`config.mk`:
```
export PLATFORM = sky130hd
export DESIGN_NAME = fdd_track_sched
export DESIGN_NICKNAME = d
export VERILOG_FILES = /design/src/rtl/fdd_track_sched.sv
export SDC_FILE = /design/constraint.sdc
export NUM_CORES = 1
export LEC_CHECK = 0
export ABC_AREA = 1
export BUFFER_PORTS_ARGS = -buffer_cell sky130_fd_sc_hd__buf_2
export CORE_MARGIN = 2
export CORE_UTILIZATION = 60
export CTS_BUF_LIST = sky130_fd_sc_hd__clkbuf_4 sky130_fd_sc_hd__clkbuf_8 sky130_fd_sc_hd__clkbuf_16
export CTS_CLUSTER_SIZE = 8
export DETAILED_ROUTE_END_ITERATION = 10
export MAX_ROUTING_LAYER = met4
export PLACE_DENSITY = 0.9
export SLEW_MARGIN = 20
export SYNTH_ARGS = -nofsm -noshare
export SYNTH_HDL_FRONTEND = slang
export SYNTH_SLANG_ARGS = --single-unit
```
`constraint.sdc`:
```
create_clock -name clk_sys -period 8.8 [get_ports clk_sys]
set_input_delay 0.44 -clock clk_sys [delete_from_list [all_inputs] [get_ports clk_sys]]
set_output_delay 0.44 -clock clk_sys [all_outputs]
set_load 0.005 [all_outputs]
```
`src/rtl/fdd_track_sched.sv`:
```
// Floppy track-buffer scheduler: keeps one track of sectors cached, writes back dirty
// sectors of the old track over the SD channel, then reads in the newly requested track.
module fdd_track_sched #(
    parameter int SPT       = 13,
    parameter int MAX_TRACK = 34
) (
    input  logic        clk_sys,
    input  logic        reset_n,
    input  logic [5:0]  track,
    input  logic        img_mounted,
    input  logic        img_size_nz,
    input  logic        img_readonly,
    input  logic        wr_strobe,
    input  logic [3:0]  wr_sec,
    input  logic        sd_ack,
    output logic [31:0] sd_lba,
    output logic        sd_rd,
    output logic        sd_wr,
    output logic [3:0]  buf_sec,
    output logic        cpu_wait,
    output logic        track_valid
);

    typedef enum logic [2:0] {IDLE, FLUSH_REQ, FLUSH_XFER, LOAD_REQ, LOAD_XFER} state_t;

    localparam logic [31:0] SPT_L    = 32'(SPT);
    localparam logic [4:0]  SPT_5    = 5'(SPT);
    localparam logic [3:0]  LAST_SEC = 4'(SPT - 1);
    localparam logic [5:0]  MAX_T    = 6'(MAX_TRACK);

    state_t         state_q, state_d;
    logic [5:0]     cur_track_q, cur_track_d;
    logic [5:0]     load_track_q, load_track_d;
    logic [SPT-1:0] dirty_q, dirty_d;
    logic [3:0]     sec_q, sec_d;
    logic           old_ack_q;
    logic           load_pending_q, load_pending_d;
    logic           track_valid_q, track_valid_d;
    logic           sd_rd_q, sd_rd_d;
    logic           sd_wr_q, sd_wr_d;
    logic           cpu_wait_q, cpu_wait_d;
    logic [31:0]    sd_lba_q, sd_lba_d;
    logic [3:0]     buf_sec_q, buf_sec_d;

    logic           ack_rise, ack_fall, legal, wr_ok, start_load;
    logic [SPT-1:0] set_m, clr_m, dirty_keep, dirty_left;

    function automatic logic [3:0] lowest_set(input logic [SPT-1:0] m);
        logic [3:0] r;
        r = '0;
        for (int i = SPT - 1; i >= 0; i--) begin
            if (m[i]) r = 4'(i);
        end
        return r;
    endfunction

    function automatic logic [31:0] lba_of(input logic [5:0] trk, input logic [3:0] s);
        return SPT_L * {26'd0, trk} + {28'd0, s};
    endfunction

    always_comb begin
        ack_rise = sd_ack & ~old_ack_q;
        ack_fall = ~sd_ack & old_ack_q;
        legal    = img_size_nz && (track <= MAX_T);
        wr_ok    = wr_strobe && !img_readonly && ({1'b0, wr_sec} < SPT_5);
        for (int i = 0; i < SPT; i++) begin
            set_m[i] = wr_ok && (wr_sec == 4'(i));
            clr_m[i] = (sec_q == 4'(i));
        end
        // A mount wipes the mask outright; otherwise a fresh write beats the flush clear.
        dirty_keep = img_mounted ? '0 : (dirty_q | set_m);
        dirty_left = img_mounted ? '0 : ((dirty_q & ~clr_m) | set_m);

        state_d        = state_q;
        cur_track_d    = cur_track_q;
        load_track_d   = load_track_q;
        sec_d          = sec_q;
        dirty_d        = dirty_keep;
        load_pending_d = load_pending_q | img_mounted;
        track_valid_d  = track_valid_q & ~img_mounted;
        start_load     = 1'b0;

        unique case (state_q)
            IDLE: begin
                if (!legal) begin
                    track_valid_d = 1'b0;
                end else if ((track != cur_track_q) || load_pending_q) begin
                    if (dirty_keep != '0) begin
                        state_d = FLUSH_REQ;
                        sec_d   = lowest_set(dirty_keep);
                    end else begin
                        start_load = 1'b1;
                    end
                end
            end
            FLUSH_REQ: begin
                if (ack_rise) state_d = FLUSH_XFER;
            end
            FLUSH_XFER: begin
                if (ack_fall) begin
                    dirty_d = dirty_left;
                    if (dirty_left != '0) begin
                        state_d = FLUSH_REQ;
                        sec_d   = lowest_set(dirty_left);
                    end else if (legal) begin
                        start_load = 1'b1;
                    end else begin
                        state_d       = IDLE;
                        track_valid_d = 1'b0;
                    end
                end
            end
            LOAD_REQ: begin
                if (ack_rise) state_d = LOAD_XFER;
            end
            LOAD_XFER: begin
                if (ack_fall) begin
                    if (load_pending_q || img_mounted || (track != load_track_q)) begin
                        if (legal) begin
                            start_load = 1'b1;
                        end else begin
                            // Buffer is half overwritten: forget which track it held.
                            state_d     = IDLE;
                            cur_track_d = '1;
                        end
                    end else if (sec_q == LAST_SEC) begin
                        state_d       = IDLE;
                        cur_track_d   = load_track_q;
                        track_valid_d = 1'b1;
                    end else begin
                        state_d = LOAD_REQ;
                        sec_d   = sec_q + 4'd1;
                    end
                end
            end
            default: state_d = IDLE;
        endcase

        if (start_load) begin
            state_d        = LOAD_REQ;
            sec_d          = '0;
            load_track_d   = track;
            track_valid_d  = 1'b0;
            load_pending_d = 1'b0;
        end

        // Outputs are registered from the next-state view so requests appear one cycle later.
        sd_rd_d    = (state_d == LOAD_REQ);
        sd_wr_d    = (state_d == FLUSH_REQ);
        cpu_wait_d = (state_d != IDLE);
        buf_sec_d  = sec_d;
        unique case (state_d)
            FLUSH_REQ, FLUSH_XFER: sd_lba_d = lba_of(cur_track_d, sec_d);
            LOAD_REQ, LOAD_XFER:   sd_lba_d = lba_of(load_track_d, sec_d);
            default:               sd_lba_d = sd_lba_q;
        endcase
    end

    always_ff @(posedge clk_sys or negedge reset_n) begin
        if (!reset_n) begin
            state_q        <= IDLE;
            cur_track_q    <= 6'h3F;
            load_track_q   <= '0;
            dirty_q        <= '0;
            sec_q          <= '0;
            old_ack_q      <= 1'b0;
            load_pending_q <= 1'b0;
            track_valid_q  <= 1'b0;
            sd_rd_q        <= 1'b0;
            sd_wr_q        <= 1'b0;
            cpu_wait_q     <= 1'b0;
            sd_lba_q       <= '0;
            buf_sec_q      <= '0;
        end else begin
            state_q        <= state_d;
            cur_track_q    <= cur_track_d;
            load_track_q   <= load_track_d;
            dirty_q        <= dirty_d;
            sec_q          <= sec_d;
            old_ack_q      <= sd_ack;
            load_pending_q <= load_pending_d;
            track_valid_q  <= track_valid_d;
            sd_rd_q        <= sd_rd_d;
            sd_wr_q        <= sd_wr_d;
            cpu_wait_q     <= cpu_wait_d;
            sd_lba_q       <= sd_lba_d;
            buf_sec_q      <= buf_sec_d;
        end
    end

    assign sd_lba      = sd_lba_q;
    assign sd_rd       = sd_rd_q;
    assign sd_wr       = sd_wr_q;
    assign buf_sec     = buf_sec_q;
    assign cpu_wait    = cpu_wait_q;
    assign track_valid = track_valid_q;

endmodule

```
# --- After elaboration in Yosys (flattened, before gate mapping) ---
# Cells that the tools add are included.
op_classes:
  n_eq_ne: 34
  n_lt_le_gt_ge: 2
  bitwise: 11
  n_div: 0
  n_addsub: 3
  n_reduce_logical: 29
  multipliers: 2
  shifts: 0
  n_mux: 78
op_table:
  columns: ["operator", "n"]
  rows:
  - ["two-way mux 4 bit", 35]
  - ["case mux 32 bit (2 select lines)", 1]
  - ["two-way mux 13 bit", 4]
  - ["equality test 4 bit (second input constant)", 10]
  - ["two-way mux 6 bit", 6]
  - ["two-way mux 3 bit", 11]
  - ["equality test 4 x 3 -> 1 bit (second input constant)", 8]
  - ["OR 13 bit", 2]
  - ["nonzero test 13 bit", 2]
  - ["adder 10 x 4 -> 11 bit", 2]
  - ["multiplier 4 x 6 -> 10 bit (first input constant)", 2]
  - ["equality test 4 x 2 -> 1 bit (second input constant)", 4]
  - ["logical AND 1 bit", 16]
  - ["two-way mux 1 bit", 16]
  - ["case mux 3 bit (5 select lines)", 1]
  - ["AND 13 bit", 1]
  - ["NOT 13 bit", 1]
  - ["equality test 3 x 2 -> 1 bit (second input constant)", 4]
  - ["inequality test 6 bit", 2]
  - ["case mux 4 bit (3 select lines)", 1]
  - ["equality test 4 x 1 -> 1 bit (second input constant)", 2]
  - ["logical NOT 4 bit", 2]
  - ["equality test 3 x 1 -> 1 bit (second input constant)", 2]
  - ["equality test 3 bit (second input constant)", 2]
  - ["14 further kinds", 22]
word_totals:
  elab_cells: 171
  ramBits: 0
  mem_count: 0
  romBits: 0
  latch_bits: 0
  inputBits: 17
  out_inout_bits: 40
  register_bits: 70

# --- Depth between registers and ports, before layout ---
# Gate-level depths: netlist (run 1).
depth:
  ltp_word: 26
  ltp_mapped: 34
  depth_no_buf: 34

# --- Worst setup path after synthesis (run 1) ---
# Ideal clock, no wire load.
synth_path:
  path_type: "register -> register"
  start: "register, netlist name buf_sec[0]"
  end: "register sd_lba_q[10] (netlist: sd_lba[10])"
  period_less_slack_ns: 4.889
  required_ns: 8.683
  setup_ns: 0.117
  arrival_time_ns: 4.772
  slack_ns: 3.911
  n_path_buf: 1
  stages_incl_launch_ff: 31
  cell_sequence: "dfrtp_1 inv_1 ha_1 inv_1 nor3_2 nand2_1 nand2_1 nand3_2 o21ai_2 nand2_2 nand2_4 nand2_8 buf_2 o21ai_0 ha_1 ha_1 inv_1 fa_1 inv_1 ha_1 a21o_1 a31oi_1 o21ai_0 a21oi_1 o21bai_1 nand2_1 nand2_1 a21oi_1 nand2_2 nand3_2 nand2_1"
synth_rtl:
  columns: ["item", "line_no", "rtl"]
  rows:
  - ["end signal: assignment", "186", "sd_lba_q <= sd_lba_d;"]
  - ["end: declaration", "42", "logic [31:0] sd_lba_q, sd_lba_d;"]

==> results of run 1 <==
-- worst max-delay path, delay by kind of cell (launching register included) --
family / cells / cell delay, ns
adder cells (fa/ha/maj): 5 / 1.67
AND/OR/NAND/NOR: 12 / 1.35
flip-flops: 1 / 0.43
buffers and inverters: 4 / 0.41
AO/OA/AOI/OAI: 8 / 1.69
-- power breakdown --
part / internal, W / total, W / leakage [nW] / switching, W
Combinational: 0.000780 / 0.00198 / 2.40 / 0.00120
Sequential: 0.000312 / 0.000378 / 0.611 / 0.0000664
Clock: 0.000113 / 0.000198 / 0.0681 / 0.0000853
Total: 0.00121 / 0.00256 / 3.08 / 0.00135
-- Yosys cell counts, drive strengths merged --
cell,count
a211oi,1
a32o,1
dfstp,6
o22a,2
o21a,1
o21bai,2
inv,108
xnor2,7
nand3,56
clkinv,3
o211ai,1
o21ai,60
o22ai,4
or2,1
nor3,12
a31oi,6
buf,30
nor4,1
a21o,3
dfrtp,43
a221oi,2
nand4,5
fa,8
a21oi,33
nand2,184
xor2,11
nor2,52
ha,58
clkbuf,2
o221ai,1
conb,1
-- registers in the layout (all words and copies together), names as in the netlist --
signal / count
load_pending_q: 1
cur_track_q: 6
sd_rd: 1
load_track_q: 6
dirty_q: 13
sd_wr: 1
old_ack_q: 1
sd_lba: 11
cpu_wait: 1
state_q: 3
track_valid: 1
buf_sec: 4
-- per-layer routing --
layer / wire length (um) / share of wire, % / track usage (%) / vias up
met5: 0 / 0 / - / -
met4: 502 / 3.9 / 12.5 / 0
met3: 856 / 6.6 / 4.05 / 46
met2: 6300 / 49 / 49.4 / 253
met1: 5320 / 41 / 35.3 / 2214
li1: - / - / - / 2303
-- cell families after synthesis --
| family | share of synthesized area, % |
|---|---|
| AND/OR/NAND/NOR | 30.1 |
| buffers and inverters | 13.0 |
| AO/OA/AOI/OAI | 12.9 |
| adder cells (fa/ha/maj) | 17.1 |
| flip-flops | 23.8 |
| XOR/XNOR | 3.04 |
| other | 0.0724 |
-- stage by stage --
step,hold slack (ns),cell area [um2]
after floorplan,0.144,5260
after global placement,0.459,5310
after detailed placement,0.460,5310
after CTS,0.277,5440
after global routing,0.215,5450
final,0.134,5450
-- worst max path at each step --
| stage | start | end | depth (start not counted) |
|---|---|---|---|
| 3_3_place_gp | img_mounted | sd_lba[10]$_DFFE_PN0P_ | 28 |
| 5_1_grt | buf_sec[1]$_DFF_PN0_ | sd_lba[10]$_DFFE_PN0P_ | 29 |
| 3_5_place_dp | img_readonly | sd_lba[10]$_DFFE_PN0P_ | 31 |
| 4_1_cts | buf_sec[1]$_DFF_PN0_ | sd_lba[10]$_DFFE_PN0P_ | 29 |
| 2_1_floorplan | buf_sec[0]$_DFF_PN0_ | sd_lba[10]$_DFFE_PN0P_ | 30 |
| 6_report | buf_sec[0]$_DFF_PN0_ | sd_lba[10]$_DFFE_PN0P_ | 29 |
-- layout make-up --
class / instances / area, um2
multi-input combinational: 533 / 3350
sequential: 49 / 1230
fill: 726 / 2850
tap: 105 / 131
timing repair buffer: 35 / 178
clock buffer: 5 / 68.8
inverter: 111 / 420
clock inverter: 3 / 65.1
-- cell usage in the layout (no fill, tap or decap), drive strengths merged, types with 2 or more instances in the layout --
cell type,count
dfstp,6
buf,35
bufinv,2
inv,108
nand3,56
a21oi,33
xor2,11
clkbuf,5
a21o,3
clkinv,4
ha,58
nor2,52
o21bai,2
o22a,2
o22ai,4
a31oi,6
nand4,5
xnor2,7
nor3,12
o21ai,60
conb,21
a221oi,2
fa,8
dfrtp,43
nand2,184
==> summary.md, run 1 <==
| Metric | Value |
|---|---|
| PnR worst setup slack | 3.15 ns |
| Hpwl dp | 10400 um |
| Endpoints failing hold | 0 |
| CP peak stage delay | 0.50 ns |
| Die H | 96.9 um |
| Yosys top cell area share | 20.8% |
| RSZ-0062 raised after global routing | no |
| CTS tree | yes |
| WL final | 13000 um |
| GRT overflow | 0 |
| Leak Pwr | 3.08 nW |
| Core Region | 8300 um2 |
| Inst Count DP | 833 |
| Detail Route Antenna Nets | 0 |
| Hold_buf cts | 0 |
| Worst VDD drop | 485 uV |
| WP data required | 9.01 ns |
| Worst Tran Pin Value | 1.02 ns |
| Post-Syn Instances | 705 |
| Layout cell share with drive strength beyond 1 | 17.5% |
| HP Class | in2async |
| Largest net degree at the start of global routing | 50 |
| Vias | 4816 |
| Wire length per cell | 15.4 um |
| Cell Rows | 33 |
| Yosys cell types | 48 |
| Maximum capacitance violations | 0 |
| Post-cts sizing count | 0 |
| Setup TNS | 0 ns |
| Syn. warnings | 0 |
| FF-to-FF End | sd_lba[10]$_DFFE_PN0P_ |
| Routability cong. | 0.957 |
| Global-route wire length before repair | 22300 um |
| Post-CTS Setup Inserts | 0 |
| Synth area leaders | dfrtp_1, ha_1, nand2_1 |
| Maximum clock path buffer count | 2 |
| Post-route minimum period | 5.65 ns |
| Sequential area share after synthesis | 23.8% |
| CP Max Fanout | 19 |
| Pwr per Cell Area | 469 nW/um2 |
| CP most frequent cell | nand2_1 |
| Fin crit share | 64.2% |
| Area leader, netlist | dfrtp_1 |
| Critical path startpoint category | register |
| Diode count | 0 |
| Vias in the first global route | 4775 |
| Gr usage total | 29.3% |
| Arrival time worst endpoint | 5.86 ns |
| Via density | 5.73 |
| Total power | 0.00256 W |
| H-tree depth | 2 |
| Area growth syn-to-layout | 5.17% |
| Syn_area_per_cell | 7.35 um2 |
| Dpl ws | 3.17 ns |
| Mapped Area | 5180 um2 |
| Status | finished, final reports clean |
| Port bufs | 35 |
| DR pass1 iterations | 7 |
| Starting Density | 62.4% |
| Root buf cell | clkbuf_8 |
| Reg2Reg Depth | 29 |
| Clk sinks | 49 |
| DRC violations left | 0 |
| Slew headroom | 31.6% |
| Drt initial violations | 368 |
| I/O Pins | 57 |
| Fmax | 0.177 GHz |
| Final setup skew | 0.00886 ns |
| Initial antenna violation count | 0 |
| Yosys reg bits | 49 |
| Die area | 9390 um2 |
| Nets | 818 |
| Chip width | 96.9 um |
| FF-to-FF Start | buf_sec[0]$_DFF_PN0_ |
| Reg clk slew, reported paths | 0.10 ns |
| Slowest cell on the critical path | fa_1 |
| Crit Path Category | reg2reg |
| Final Core Density | 65.6% |
| Num CTS Buffers | 5 |
| CP endpoint kind | register |
| Final-report setup violation count | 0 |
| Non-filler cells, final | 841 |
| Slew Viols, Final | 0 |
| Flop-to-flop setup slack | 3.15 ns |
| Clk_lat worst skew | 0.31 ns |
Power figures use the tool's default switching activity.
==> run 2: changes to the inputs <==
CORE_UTILIZATION = 55   (was 60)
PLACE_DENSITY = 0.88   (was 0.9)
clock period = 5.15 ns   (was 8.8 ns; I/O delays follow)
==> run 2 against run 1 <==
Clock-buffer cell count up 2. Non-clock buffer count up 26. Maximum frequency up 14%. Global-route usage down 3.4 points. Register-to-register slack worse by 2.9 ns. Critical endpoint is now sd_lba[9]$_DFFE_PN0P_. First-iteration DRC count down 2.2%. Final cell count up 3.8%. Highest routed layer unchanged. Clock skew about the same. Final area up 5.2%. Die area up 8.7%. Via count up 1.2%. Critical path depth unchanged.
==> summary.md, run 2 (synthesis results as in run 1) <==
| Metric | Value |
|---|---|
| CP top delay family | adder cells |
| Layout cell share with drive strength beyond 1 | 23.1% (+5.6 points) |
| Initial antenna violation count | 0 (unchanged) |
| Slew Viols, Final | 0 (unchanged) |
| Post-route minimum period | 4.95 ns (-0.700 ns) |
| Maximum capacitance violations | 0 (unchanged) |
| WL final | 12800 um (-1.2%) |
| WP data required | 5.36 ns (-3.65 ns) |
| Worst Tran Pin Value | 0.747 ns (-0.278 ns) |
| Reg clk slew, reported paths | 0.10 ns (about the same) |
| Drt initial violations | 360 (-2.2%) |
| Critical path startpoint category | register |
| Max FFs per register | 13 (unchanged) |
| Fmax | 0.202 GHz (+14%) |
| Register area | 1240 um2 (+0.20%) |
| GRT overflow | 0 (unchanged) |
| Flop-to-flop setup slack | 0.20 ns (-2.95 ns) |
| DRC violations left | 0 (unchanged) |
| Num CTS Buffers | 5 (unchanged) |
| Endpoints failing hold | 0 (unchanged) |
| Die area | 10200 um2 (+8.7%) |
| HP Class | in2async |
| Nets | 844 (+3.2%) |
| Hpwl dp | 9920 um (-4.5%) |
| Status | finished, final reports clean |
| Vias in the first global route | 4453 (-6.7%) |
| I/O Pins | 57 (unchanged) |
| CP most frequent cell | inv_1 |
| Final-report setup violation count | 0 (unchanged) |
| Hold_buf cts | 0 (unchanged) |
| Clk sinks | 49 (unchanged) |
| Via density | 5.58 (-2.5%) |
| Setup TNS | 0 ns (unchanged) |
| Most frequent cells in the layout | nand2_1, inv_1, ha_1 |
| Global-route wire length before repair | 20600 um (-7.5%) |
| Multi-input logic area | 3450 um2 (+2.8%) |
| Slowest cell on the critical path | fa_1 |
| Most flop-heavy register | dirty_q |
| Routability cong. | 0.999 (+4.4%) |
| FF-to-FF End | sd_lba[9]$_DFFE_PN0P_ |
| Fin crit share | 96.1% (+32 points) |
| Starting Density | 56.3% (-6.1 points) |
| Diode count | 0 (unchanged) |
| # fillers | 772 (+6.3%) |
| Critical path depth in cells | 29 (unchanged) |
| Clk_lat worst skew | 0.31 ns (about the same) |
| FF-to-FF Start | buf_sec[1]$_DFF_PN0_ |
| Detail Route Antenna Nets | 0 (unchanged) |
| CP Max Fanout | 6 (-13) |
| H-tree depth | 2 (unchanged) |
| Crit Path Category | reg2reg |
| Final setup skew | 0.00862 ns (-0.000242 ns) |
| Wire length per cell | 14.7 um (-4.8%) |
| Largest net degree at the start of global routing | 50 (unchanged) |
| CP endpoint kind | register |
| Area growth syn-to-layout | 10.7% |
| Commonest non-fill, non-tap cell in the layout | nand2_1 |
| Chip width | 101 um (+4.3%) |
| Maximum clock path buffer count | 2 (unchanged) |
| Core Region | 9200 um2 (+11%) |
| CP bufs+invs | 9 (+5) |
| Vias | 4872 (+1.2%) |
| Gr usage total | 25.9% (-3.4 points) |
| Worst hold slack | 0.0447 ns (-0.0888 ns) |
| CP peak stage delay | 0.50 ns (about the same) |
| Cell Rows | 35 (+6.1%) |
| Die H | 101 um (+4.3%) |
| CTS tree | yes |
| Port bufs | 35 (unchanged) |
| Arrival time worst endpoint | 5.16 ns (-0.70 ns) |
| Reg2Reg Depth | 29 (unchanged) |
| Slew headroom | 50.2% (+19 points) |
| Root buf cell | clkbuf_8 |
| DR pass1 iterations | 5 (-2) |
run 2: cell types whose count changed in the layout (fill, tap and decap cells not counted), sizes merged:
cell and change:
buf +26, clkbuf +2, bufinv -1, clkinv -1
run 2: how the worst max path moves through the flow:
| stage | slack, ns | to | startpoint |
|---|---|---|---|
| floorplan | 0.26 | sd_lba[10]$_DFFE_PN0P_ | buf_sec[0]$_DFF_PN0_ |
| global placement | 0.19 | sd_lba[10]$_DFFE_PN0P_ | buf_sec[1]$_DFF_PN0_ |
| detailed placement | 0.06 | sd_lba[10]$_DFFE_PN0P_ | buf_sec[1]$_DFF_PN0_ |
| CTS | 0.003 | sd_lba[10]$_DFFE_PN0P_ | buf_sec[1]$_DFF_PN0_ |
| global route | -0.09 | sd_lba[9]$_DFFE_PN0P_ | buf_sec[1]$_DFF_PN0_ |
| finish | 0.20 | sd_lba[9]$_DFFE_PN0P_ | buf_sec[1]$_DFF_PN0_ |
run 2: what timing repair did:
action                     in CTS  in global routing
setup endpoints to repair       0                  6
setup buffers                   0                  8
hold endpoints to repair        0                  0
gates resized for setup         0                 26
run 2: routing by layer:
layer	part of all wire (%)	up-vias	wire length, um	track usage [%]
met5	0	-	0	-
met4	2.7	0	341	7.90
met3	7.7	36	981	4.09
met2	48	205	6120	41.6
met1	42	2272	5380	33.7
li1	-	2359	-	-
run 2: area by class of cell:
type | count | area share, %
clock buffers | 7 | 1.57
clock inverters | 1 | 0.524
inverters | 111 | 7.33
multi-input cells | 533 | 60.1
flip-flops and latches | 49 | 21.6
well taps | 111 | 2.42
repair buffers | 61 | 6.46
run 2: metrics by stage:
stage / utilization, % / cells / worst slack, ns / cell area, um2
after floorplan: - / 725 / 0.261 / 5260
after global placement: 59.3 / 857 / 0.193 / 5450
after detailed placement: 59.3 / 857 / 0.0622 / 5450
after CTS: 60.6 / 865 / 0.00338 / 5570
after global routing: 62.3 / 873 / -0.0871 / 5730
final: 62.3 / 873 / 0.202 / 5730
run 2: worst register-to-register path: cells and delay by family (launching register included):
kind                       cells  cell delay (ns)
xor gates and xnor gates       1             0.17
AOI/OAI and AO/OA              5             0.88
adders and majority gates      5             1.58
buffers and inverters          9             0.80
DFF                            1             0.46
and+or+nand+nor                9             0.95
Power of run 2 is not shown: default switching activity piles up to over one toggle a cycle in this logic, so the estimate is an artifact.
